===== src/rtl/vstructs.sv =====
// Shared vector-unit types: FP writeback entry layout and the FP ALU exit-port count.
package vstructs;
    localparam int FP_EXIT_PORTS = 4;
    localparam int FP_DATA_W     = 32;
    localparam int FP_TICKET_W   = 5;
    localparam int FP_DST_W      = 5;

    typedef struct packed {
        logic [FP_DATA_W-1:0]   data;
        logic [FP_TICKET_W-1:0] ticket;
        logic [FP_DST_W-1:0]    dst;
    } fp_wb_entry_t;
endpackage


===== src/rtl/v_mpush_fifo.sv =====
// Multi-push, single-pop FIFO: up to NPORTS writes per cycle, compacted into
// consecutive slots in port order; excess writes beyond free space are dropped.
module v_mpush_fifo #(
    parameter int W      = 42,
    parameter int DEPTH  = 8,
    parameter int NPORTS = 4,
    parameter int PTR_W  = $clog2(DEPTH)
) (
    input  logic                         clk,
    input  logic                         rst_n,
    input  logic                         flush_i,
    input  logic [NPORTS-1:0]            push_vld_i,
    input  logic [NPORTS-1:0][W-1:0]     push_data_i,
    input  logic                         pop_req_i,
    output logic                         head_vld_o,
    output logic [W-1:0]                 head_o,
    output logic [PTR_W:0]               count_o,
    output logic                         drop_o
);
    logic [DEPTH-1:0][W-1:0] mem_q, mem_d;
    logic [PTR_W-1:0]        wr_ptr_q, wr_ptr_d, rd_ptr_q, rd_ptr_d;
    logic [PTR_W:0]          count_q, count_d;
    logic [PTR_W+1:0]        cap, slot;
    logic [PTR_W-1:0]        widx;
    logic                    pop;

    assign head_vld_o = (count_q != '0);
    assign head_o     = mem_q[rd_ptr_q];
    assign count_o    = count_q;

    always_comb begin
        pop      = head_vld_o & pop_req_i;
        // A pop in this cycle frees its slot for a same-cycle push.
        cap      = (PTR_W+2)'(DEPTH) - {1'b0, count_q} + (PTR_W+2)'(pop);
        slot     = '0;
        widx     = wr_ptr_q;
        drop_o   = 1'b0;
        mem_d    = mem_q;
        for (int i = 0; i < NPORTS; i++) begin
            if (push_vld_i[i]) begin
                if (slot < cap) begin
                    widx = wr_ptr_q + slot[PTR_W-1:0];
                    if (!flush_i) mem_d[widx] = push_data_i[i];
                    slot = slot + 1'b1;
                end else begin
                    drop_o = 1'b1;
                end
            end
        end
        wr_ptr_d = wr_ptr_q + slot[PTR_W-1:0];
        rd_ptr_d = rd_ptr_q + PTR_W'(pop);
        count_d  = count_q + slot[PTR_W:0] - (PTR_W+1)'(pop);
        if (flush_i) begin
            wr_ptr_d = '0;
            rd_ptr_d = '0;
            count_d  = '0;
        end
    end

    always_ff @(posedge clk or negedge rst_n) begin
        if (!rst_n) begin
            wr_ptr_q <= '0;
            rd_ptr_q <= '0;
            count_q  <= '0;
        end else begin
            wr_ptr_q <= wr_ptr_d;
            rd_ptr_q <= rd_ptr_d;
            count_q  <= count_d;
        end
    end

    // Payload storage carries no reset; validity is tracked by count alone.
    always_ff @(posedge clk) begin
        mem_q <= mem_d;
    end
endmodule


===== src/rtl/v_fp_wb_collector.sv =====
// Collects FP ALU completions from EX1..EX4 into a multi-push FIFO and serves
// them one per cycle to the vector writeback port.
module v_fp_wb_collector
    import vstructs::*;
#(
    parameter int DATA_WIDTH  = FP_DATA_W,
    parameter int TICKET_BITS = FP_TICKET_W,
    parameter int DST_BITS    = FP_DST_W,
    parameter int DEPTH       = 8,
    parameter int PTR_W       = $clog2(DEPTH)
) (
    input  logic                   clk,
    input  logic                   rst_n,
    input  logic                   flush_i,
    input  logic                   ready_res_ex1_i,
    input  logic                   ready_res_ex2_i,
    input  logic                   ready_res_ex3_i,
    input  logic                   ready_res_ex4_i,
    input  logic [DATA_WIDTH-1:0]  result_ex1_i,
    input  logic [DATA_WIDTH-1:0]  result_ex2_i,
    input  logic [DATA_WIDTH-1:0]  result_ex3_i,
    input  logic [DATA_WIDTH-1:0]  result_ex4_i,
    input  logic [TICKET_BITS-1:0] ticket_ex1_i,
    input  logic [TICKET_BITS-1:0] ticket_ex2_i,
    input  logic [TICKET_BITS-1:0] ticket_ex3_i,
    input  logic [TICKET_BITS-1:0] ticket_ex4_i,
    input  logic [DST_BITS-1:0]    dst_ex1_i,
    input  logic [DST_BITS-1:0]    dst_ex2_i,
    input  logic [DST_BITS-1:0]    dst_ex3_i,
    input  logic [DST_BITS-1:0]    dst_ex4_i,
    output logic                   stall_o,
    output logic                   wb_valid_o,
    input  logic                   wb_ready_i,
    output logic [DATA_WIDTH-1:0]  wb_data_o,
    output logic [TICKET_BITS-1:0] wb_ticket_o,
    output logic [DST_BITS-1:0]    wb_dst_o,
    output logic [PTR_W:0]         count_o,
    output logic                   overflow_o
);
    typedef struct packed {
        logic [DATA_WIDTH-1:0]  data;
        logic [TICKET_BITS-1:0] ticket;
        logic [DST_BITS-1:0]    dst;
    } entry_t;

    localparam int EW = $bits(entry_t);

    logic [FP_EXIT_PORTS-1:0]         push_vld;
    logic [FP_EXIT_PORTS-1:0][EW-1:0] push_data;
    entry_t                           head;
    logic                             drop;
    logic                             overflow_q, overflow_d;

    // Port 0 is filled first: the oldest stage (EX4) leads.
    assign push_vld     = {ready_res_ex1_i, ready_res_ex2_i, ready_res_ex3_i, ready_res_ex4_i};
    assign push_data[0] = {result_ex4_i, ticket_ex4_i, dst_ex4_i};
    assign push_data[1] = {result_ex3_i, ticket_ex3_i, dst_ex3_i};
    assign push_data[2] = {result_ex2_i, ticket_ex2_i, dst_ex2_i};
    assign push_data[3] = {result_ex1_i, ticket_ex1_i, dst_ex1_i};

    v_mpush_fifo #(
        .W      (EW),
        .DEPTH  (DEPTH),
        .NPORTS (FP_EXIT_PORTS),
        .PTR_W  (PTR_W)
    ) u_fifo (
        .clk         (clk),
        .rst_n       (rst_n),
        .flush_i     (flush_i),
        .push_vld_i  (push_vld),
        .push_data_i (push_data),
        .pop_req_i   (wb_ready_i),
        .head_vld_o  (wb_valid_o),
        .head_o      (head),
        .count_o     (count_o),
        .drop_o      (drop)
    );

    assign wb_data_o   = head.data;
    assign wb_ticket_o = head.ticket;
    assign wb_dst_o    = head.dst;

    // Registered count only: leaves room for the 3 ops still in flight after stall.
    assign stall_o = (count_o > (PTR_W+1)'(DEPTH - FP_EXIT_PORTS));

    always_comb begin
        overflow_d = overflow_q | (drop & ~flush_i);
    end

    always_ff @(posedge clk or negedge rst_n) begin
        if (!rst_n) overflow_q <= 1'b0;
        else        overflow_q <= overflow_d;
    end

    assign overflow_o = overflow_q;
endmodule


===== config.mk =====
export PLATFORM = sky130hd
export DESIGN_NAME = v_fp_wb_collector
export DESIGN_NICKNAME = d
export VERILOG_FILES = /design/src/rtl/vstructs.sv /design/src/rtl/v_mpush_fifo.sv /design/src/rtl/v_fp_wb_collector.sv
export SDC_FILE = /design/constraint.sdc
export NUM_CORES = 2
export LEC_CHECK = 0
export CAP_MARGIN = 15
export CELL_PAD_IN_SITES_DETAIL_PLACEMENT = 1
export CELL_PAD_IN_SITES_GLOBAL_PLACEMENT = 1
export CORE_MARGIN = 2
export CORE_UTILIZATION = 41
export CTS_CLUSTER_SIZE = 40
export DETAILED_ROUTE_END_ITERATION = 16
export PLACE_DENSITY = 0.77
export SYNTH_ARGS = -nofsm -noshare
export SYNTH_HDL_FRONTEND = slang
export SYNTH_HIERARCHICAL = 1
export SYNTH_SLANG_ARGS = --single-unit

===== constraint.sdc =====
create_clock -name clk -period 5.9 [get_ports clk]
set_clock_uncertainty 0.05 [all_clocks]
set_input_delay 1.18 -clock clk [delete_from_list [all_inputs] [get_ports clk]]
set_output_delay 1.18 -clock clk [all_outputs]
set_load 0.01 [all_outputs]

# Word level (Yosys, flattened, before mapping)

Cells that the tools add are included.

Register bits after elaboration: 347
Output and inout bits: 49
Word-level logic and storage cells: 92

Add/sub/neg operators: 12
Magnitude comparators: 14
Multiplexer cells: 45
Bitwise logic cells: 4
Reductions and logical operators: 5

Operator list:

| cell                  | number |
|---|---|
| $mux W336             | 12 |
| $bwmux W336           | 4 |
| $demux W42 S3         | 4 |
| $mux W42              | 5 |
| $bmux W42 S3          | 1 |
| $mux W5               | 5 |
| $lt A3 B4 Y1 const B  | 5 |
| $lt A5 B5 Y1          | 3 |
| $add A3 B3 Y3         | 4 |
| $ge A3 B1 Y1 const B  | 4 |
| $mux W4               | 3 |
| $add A5 B1 Y5 const B | 2 |
| $mux W1               | 9 |
| $mux W3               | 2 |
| $add A5 B1 Y5         | 1 |
| $lt A1 B5 Y1 const A  | 1 |
| $sub A4 B4 Y5 const A | 1 |
| $add A4 B1 Y4 const B | 1 |
| $add A4 B4 Y4         | 1 |
| $gt A4 B3 Y1 const B  | 1 |
| $logic_and A1 B1 Y1   | 4 |
| $reduce_bool A4 Y1    | 1 |
| $sub A4 B1 Y4         | 1 |
| $add A3 B1 Y3         | 1 |
| other kinds (3)       | 4 |

# Longest topological paths before layout

Word-level depth: 23
Mapped depth: 31
Depth with buffers taken out: 29

# By module

The synthesis kept the hierarchy.

By module, submodules not included:

| module            | times used | cells an instance | area an instance (µm²) | sequential area each (µm²) |
|---|---|---|---|---|
| v_mpush_fifo      | 1          | 2,931             | 24,881.4               | 6,976.7 |
| v_fp_wb_collector | 1          | 5                 | 47.5                   | 25.0 |

# Worst setup path after synthesis

No wires, ideal clock.

Path kind: register -> register
Start point: register u_fifo.count_q[2] (netlist: u_fifo/count_o[2])
End point: register u_fifo.count_q[3] (netlist: u_fifo/count_o[3])
Data arrival time: 6.315 ns
Data required time: 5.718 ns
Slack: -0.597 ns
Cell stages (with the launch flop): 32
Path buffers: 3
Clock period less this slack: 6.497 ns
Cells stage by stage: dfrtp_1 clkbuf_1 or4_1 nand2_1 ha_1 inv_1 ha_1 nor2b_1 a32o_1 a21oi_1 ha_1 nor2_1 o21ai_1 o31ai_4 buf_2 mux2_2 ha_1 o21a_1 o21ai_0 nand2_1 o21ai_2 buf_2 mux2_2 inv_2 ha_1 inv_1 ha_1 a21o_1 a21oi_1 xnor2_1 xnor2_1 nor2_1

Cells in the longest elaborated chain, start to end: 18

Ends and longest elaborated chain:

| element                                       | RTL line                               | RTL |
|---|---|---|
| start, declared                               | v_mpush_fifo.sv:22                     | `logic [PTR_W:0] count_q, count_d;` |
| start signal, assigned                        | v_mpush_fifo.sv:68                     | `count_q <= count_d;` |
| $reduce_bool A4 Y1 (*)                        | v_mpush_fifo.sv:27                     | `assign head_vld_o = (count_q != '0);` |
| net wb_valid_o                                | v_fp_wb_collector.sv:32                | `output logic wb_valid_o,` |
| $and A1 B1 Y1 (*)                             | v_mpush_fifo.sv:32                     | `pop = head_vld_o & pop_req_i;` |
| $add A5 B1 Y5                                 | v_mpush_fifo.sv:34                     | `cap = (PTR_W+2)'(DEPTH) - {1'b0, count_q} + (PTR_W+2)'(pop);` |
| $lt A1 B5 Y1                                  | v_mpush_fifo.sv:41                     | `if (slot < cap) begin` |
| $mux W1                                       | v_mpush_fifo.sv:41                     |  |
| $mux W5                                       | v_mpush_fifo.sv:40                     | `if (push_vld_i[i]) begin` |
| $add A5 B1 Y5 or $lt A5 B5 Y1 (tied branches) | v_mpush_fifo.sv:44, v_mpush_fifo.sv:41 |  |
| [4 not listed]                                | -                                      |  |
| $mux W5                                       | v_mpush_fifo.sv:40                     |  |
| $add A4 B1 Y4 or $lt A5 B5 Y1 (tied branches) | v_mpush_fifo.sv:44, v_mpush_fifo.sv:41 |  |
| $mux W4                                       | v_mpush_fifo.sv:41                     |  |
| $mux W4                                       | v_mpush_fifo.sv:40                     |  |
| $add A4 B4 Y4                                 | v_mpush_fifo.sv:52                     | `count_d = count_q + slot[PTR_W:0] - (PTR_W+1)'(pop);` |
| $sub A4 B1 Y4 (*)                             | v_mpush_fifo.sv:52                     |  |
| $mux W4 (*)                                   | v_mpush_fifo.sv:53                     | `if (flush_i) begin` |
| net u_fifo.count_d[3]                         | v_mpush_fifo.sv:22                     |  |

The timed path passes the listed nets; every way through them passes the cells marked *.

# Worst setup path after layout

Start point: input port wb_ready_i
End point: register u_fifo.count_q[3] (netlist: u_fifo/count_o[3])

Cells in the longest elaborated chain, start to end: 17

Ends and longest elaborated chain:

| element                                       | RTL line                               | RTL |
|---|---|---|
| start, declared                               | v_fp_wb_collector.sv:33                | `input logic wb_ready_i,` |
| $and A1 B1 Y1 (*)                             | v_mpush_fifo.sv:32                     |  |
| $add A5 B1 Y5                                 | v_mpush_fifo.sv:34                     |  |
| $lt A1 B5 Y1                                  | v_mpush_fifo.sv:41                     |  |
| $mux W1                                       | v_mpush_fifo.sv:41                     |  |
| $mux W5                                       | v_mpush_fifo.sv:40                     |  |
| $add A5 B1 Y5 or $lt A5 B5 Y1 (tied branches) | v_mpush_fifo.sv:44, v_mpush_fifo.sv:41 |  |
| $mux W5                                       | v_mpush_fifo.sv:41                     |  |
| $mux W5                                       | v_mpush_fifo.sv:40                     |  |
| [2 not listed]                                | -                                      |  |
| $mux W5                                       | v_mpush_fifo.sv:40                     |  |
| $add A4 B1 Y4 or $lt A5 B5 Y1 (tied branches) | v_mpush_fifo.sv:44, v_mpush_fifo.sv:41 |  |
| $mux W4                                       | v_mpush_fifo.sv:41                     |  |
| $mux W4                                       | v_mpush_fifo.sv:40                     |  |
| $add A4 B4 Y4                                 | v_mpush_fifo.sv:52                     |  |
| $sub A4 B1 Y4 (*)                             | v_mpush_fifo.sv:52                     |  |
| $mux W4 (*)                                   | v_mpush_fifo.sv:53                     |  |
| net u_fifo.count_d[3]                         | v_mpush_fifo.sv:22                     |  |

Marked as above.

==> run summary <==
Core Rows -> 90
# DRC -> 0
Hold Crit Class -> flip-flop to flip-flop
Max cap viols -> 0
Die area -> 62800 um^2
Critical Path Start Type -> input port
Final net count -> 3145
Gate count of the mapped netlist -> 2936
Met2 usage -> 0.598
Net Sw Power -> 0.00698 W
Grt peak-use layer -> met2
Fillers -> 6808
Net Count, Synth -> 3136
Worst Path Max Fanout -> 4
Post-Place Cell Area -> 28300 um^2
Core Footprint -> 60200 um^2
Via count -> 25200
Number of synthesized flops with an enable pin -> 0
Status -> complete, no violations
DP Worst Slack -> -0.419 ns
Tmin final -> 5.70 ns
Commonest non-fill, non-tap cells in the layout -> a21oi_1, mux2i_1, nor2_1
Vias in the first global route -> 27400
Post-Layout Cell Count -> 3771
Clk slew on worst S/H paths -> 0.06 ns
CTS Buffer Depth -> 3
I/O Buffers -> 224
Initial DRC Count -> 2263
Synth warn -> 6
Seq cells post-synth -> 347
Share of cells above drive strength 1 -> 0.146
Largest net degree at the start of global routing -> 85
Mapped cell area -> 24900 um^2
GR met3 Demand/Resource -> 0.0643
CTS tree -> done
Internal Power -> 0.0105 W
Die X -> 251 um
Critical Path Sink Type -> flip-flop
Setup violators final -> 0
Grt total ovfl -> 0
Chip height -> 251 um
Worst Path Buf+Inv -> 4
Worst-margin pin slew -> 0.905 ns
Initial antenna violation count -> 11
Synth cell types -> 58
Antenna viol nets, final -> 0
Switching share of power -> 0.400
Reg-to-reg critical path startpoint -> u_fifo/count_o[0]
Ports -> 225
Worst-Skew Late Latency -> 0.59 ns
Critical Path AT -> 6.10 ns
CP max stage cell -> clkdlybuf4s50_1
Critical Path RT -> 6.30 ns
Htree depth -> 2
Max Slew Vio Count -> 0
Routed length per instance -> 30.1 um
Post-CTS Hold Buffers -> 0
First-pass GRT wire length -> 168000 um
CP Launch Point -> wb_ready_i
Pwr Total -> 0.0174 W
Hold Slack -> 0.429 ns
Crit Path Category -> input port to flip-flop
Sequential share of the synthesized area -> 0.281
Hold Violations, Final -> 0
VDD IR max -> 0.000245 V
Final WS setup -> 0.198 ns
Sequential Power Share -> 0.257
Critical path's top delay family -> adder cells
Primary FF master, synth -> dfxtp_1
Relative slew slack -> 0.397
Clock sink count -> 347
HP Start -> overflow_o
Initial Utilization -> 0.414
Max Clock Freq -> 175 MHz
Num CTS Buffers -> 44
Dpl hpwl -> 68100 um
Fin area -> 29900 um^2
DRT Pass-1 Iters -> 5
Post-Route WL -> 114000 um
Total GRT Usage -> 0.350
Clock power frac -> 0.164
Async set-reset flop share out of synthesis -> 0.0317
Global placement routability congestion -> 0.846
Final Cycle Share -> 0.967
Logic pwr share -> 0.579
Area growth, synth to finish -> 19.9%
Most common cell after layout, fill and taps aside -> a21oi_1
Largest stage delay, worst path -> 0.42 ns
CTS root buffer -> clkbuf_16
Leakage power -> 14.1 nW
Met1 usage -> 0.405
Dpl cells -> 3678
Post-synthesis area per instance -> 8.49 um^2
Vias per cell -> 6.68
Pwr dens -> 583 nW/um^2
==> worst register-to-register path: cells and delay by family (launching register included) <==
kind	cells	cell delay (ns)
muxes	2	0.67
DFF	1	0.42
and+or+nand+nor	6	1.05
AOI/OAI and AO/OA	9	1.41
xor gates and xnor gates	2	0.30
buffers and inverters	3	0.19
adders and majority gates	6	1.42
==> Yosys cell counts, types with 2 or more instances <==
| master | number | share of area |
|---|---|---|
| a21oi_1 | 500 | 0.10 |
| nor2_1 | 354 | 0.053 |
| mux2_2 | 91 | 0.041 |
| buf_4 | 20 | 0.0060 |
| o2bb2ai_1 | 128 | 0.045 |
| fa_1 | 4 | 0.0032 |
| buf_2 | 44 | 0.0088 |
| nor2b_1 | 12 | 0.0030 |
| inv_2 | 2 | 0.00030 |
| nor3b_1 | 3 | 0.00090 |
| buf_1 | 43 | 0.0065 |
| nand3_2 | 5 | 0.0020 |
| xor2_2 | 2 | 0.0013 |
| ha_1 | 20 | 0.010 |
| inv_1 | 55 | 0.0083 |
| o21ai_0 | 3 | 0.00060 |
| dfxtp_1 | 336 | 0.27 |
| xnor2_1 | 10 | 0.0035 |
| dfrtp_1 | 11 | 0.011 |
| and3_1 | 8 | 0.0020 |
| mux2_1 | 81 | 0.037 |
| nand4_1 | 2 | 0.00050 |
| nor3_1 | 5 | 0.0010 |
| and2_1 | 5 | 0.0013 |
| mux2i_1 | 416 | 0.17 |
| a21o_1 | 3 | 0.00090 |
| or3b_1 | 4 | 0.0014 |
| xor2_1 | 6 | 0.0021 |
| or3_1 | 7 | 0.0018 |
| o21ai_1 | 3 | 0.00060 |
| mux4_2 | 84 | 0.076 |
| or2_1 | 3 | 0.00075 |
| nand3_1 | 13 | 0.0026 |
| a211oi_1 | 169 | 0.051 |
| nand2_1 | 185 | 0.028 |
| clkbuf_1 | 274 | 0.041 |
| a31oi_1 | 4 | 0.0010 |
==> what timing repair did <==
action                     4_1_cts  5_1_grt
setup buffers                    0        3
resized for setup                0        9
setup endpoints to repair        0        4
==> layout make-up <==
| class | count | area (um^2) | share of cell area |
|---|---|---|---|
| clock inverters | 9 | 114 | 0.00381 |
| well taps | 782 | 978 | 0.0327 |
| multi-input cells | 2149 | 16400 | 0.550 |
| inverters | 57 | 214 | 0.00716 |
| diodes | 9 | 22.5 | 0.000753 |
| clock buffers | 72 | 1380 | 0.0461 |
| flip-flops and latches | 347 | 7010 | 0.235 |
| repair buffers | 346 | 3730 | 0.125 |
==> stage by stage <==
stage	TNS [ns]	util
after floorplan	0	-
after global placement	-0.356	0.470
after detailed placement	-6.26	0.470
after CTS	0	0.495
after global routing	-0.0410	0.496
final	0	0.496
==> sequential cells by signal (all words and copies together) (netlist names) <==
| register | cells |
|---|---|
| overflow_o | 1 |
| u_fifo/count_o | 4 |
| u_fifo/mem_q | 336 |
| u_fifo/rd_ptr_q | 3 |
| u_fifo/wr_ptr_q | 3 |
==> power groups by stage <==
| stage | clock [W] | sequential (W) | combinational (W) |
|---|---|---|---|
| finish | 0.00286 | 0.00449 | 0.0101 |
| global route | 0.00296 | 0.00460 | 0.0108 |
| CTS | 0.00288 | 0.00446 | 0.00992 |
| detailed placement | 0 | 0.00450 | 0.00981 |
| global placement | 0 | 0.00440 | 0.00918 |
| floorplan | 0 | 0.00413 | 0.00681 |
==> logic make-up after synthesis <==
logic type,Yosys count,share of synthesized area
AOI/OAI and AO/OA,818,0.203
muxes,672,0.321
and+or+nand+nor,615,0.102
buffers and inverters,440,0.0718
DFF,347,0.281
adders and majority gates,25,0.0137
xor gates and xnor gates,19,0.00803
==> path summary, 6_finish.rpt <==
path	slack (ns)	depth (start not counted)	end
worst max-delay path	0.20	28	u_fifo/count_o[3]
worst min-delay path	0.43	1	overflow_o
worst max register to register	0.26	28	u_fifo/count_o[3]
worst min register to register	0.43	1	overflow_o
max in group asynchronous	4.35	1	u_fifo/rd_ptr_q[0]
min in group asynchronous	0.95	1	u_fifo/rd_ptr_q[1]
==> metal layers <==
metal,share of wire,up-vias
met5,0.00020,-
met4,0.065,4
met3,0.082,499
met2,0.48,1376
met1,0.38,12700
li1,-,10600
(Power assumes the default switching activity.)
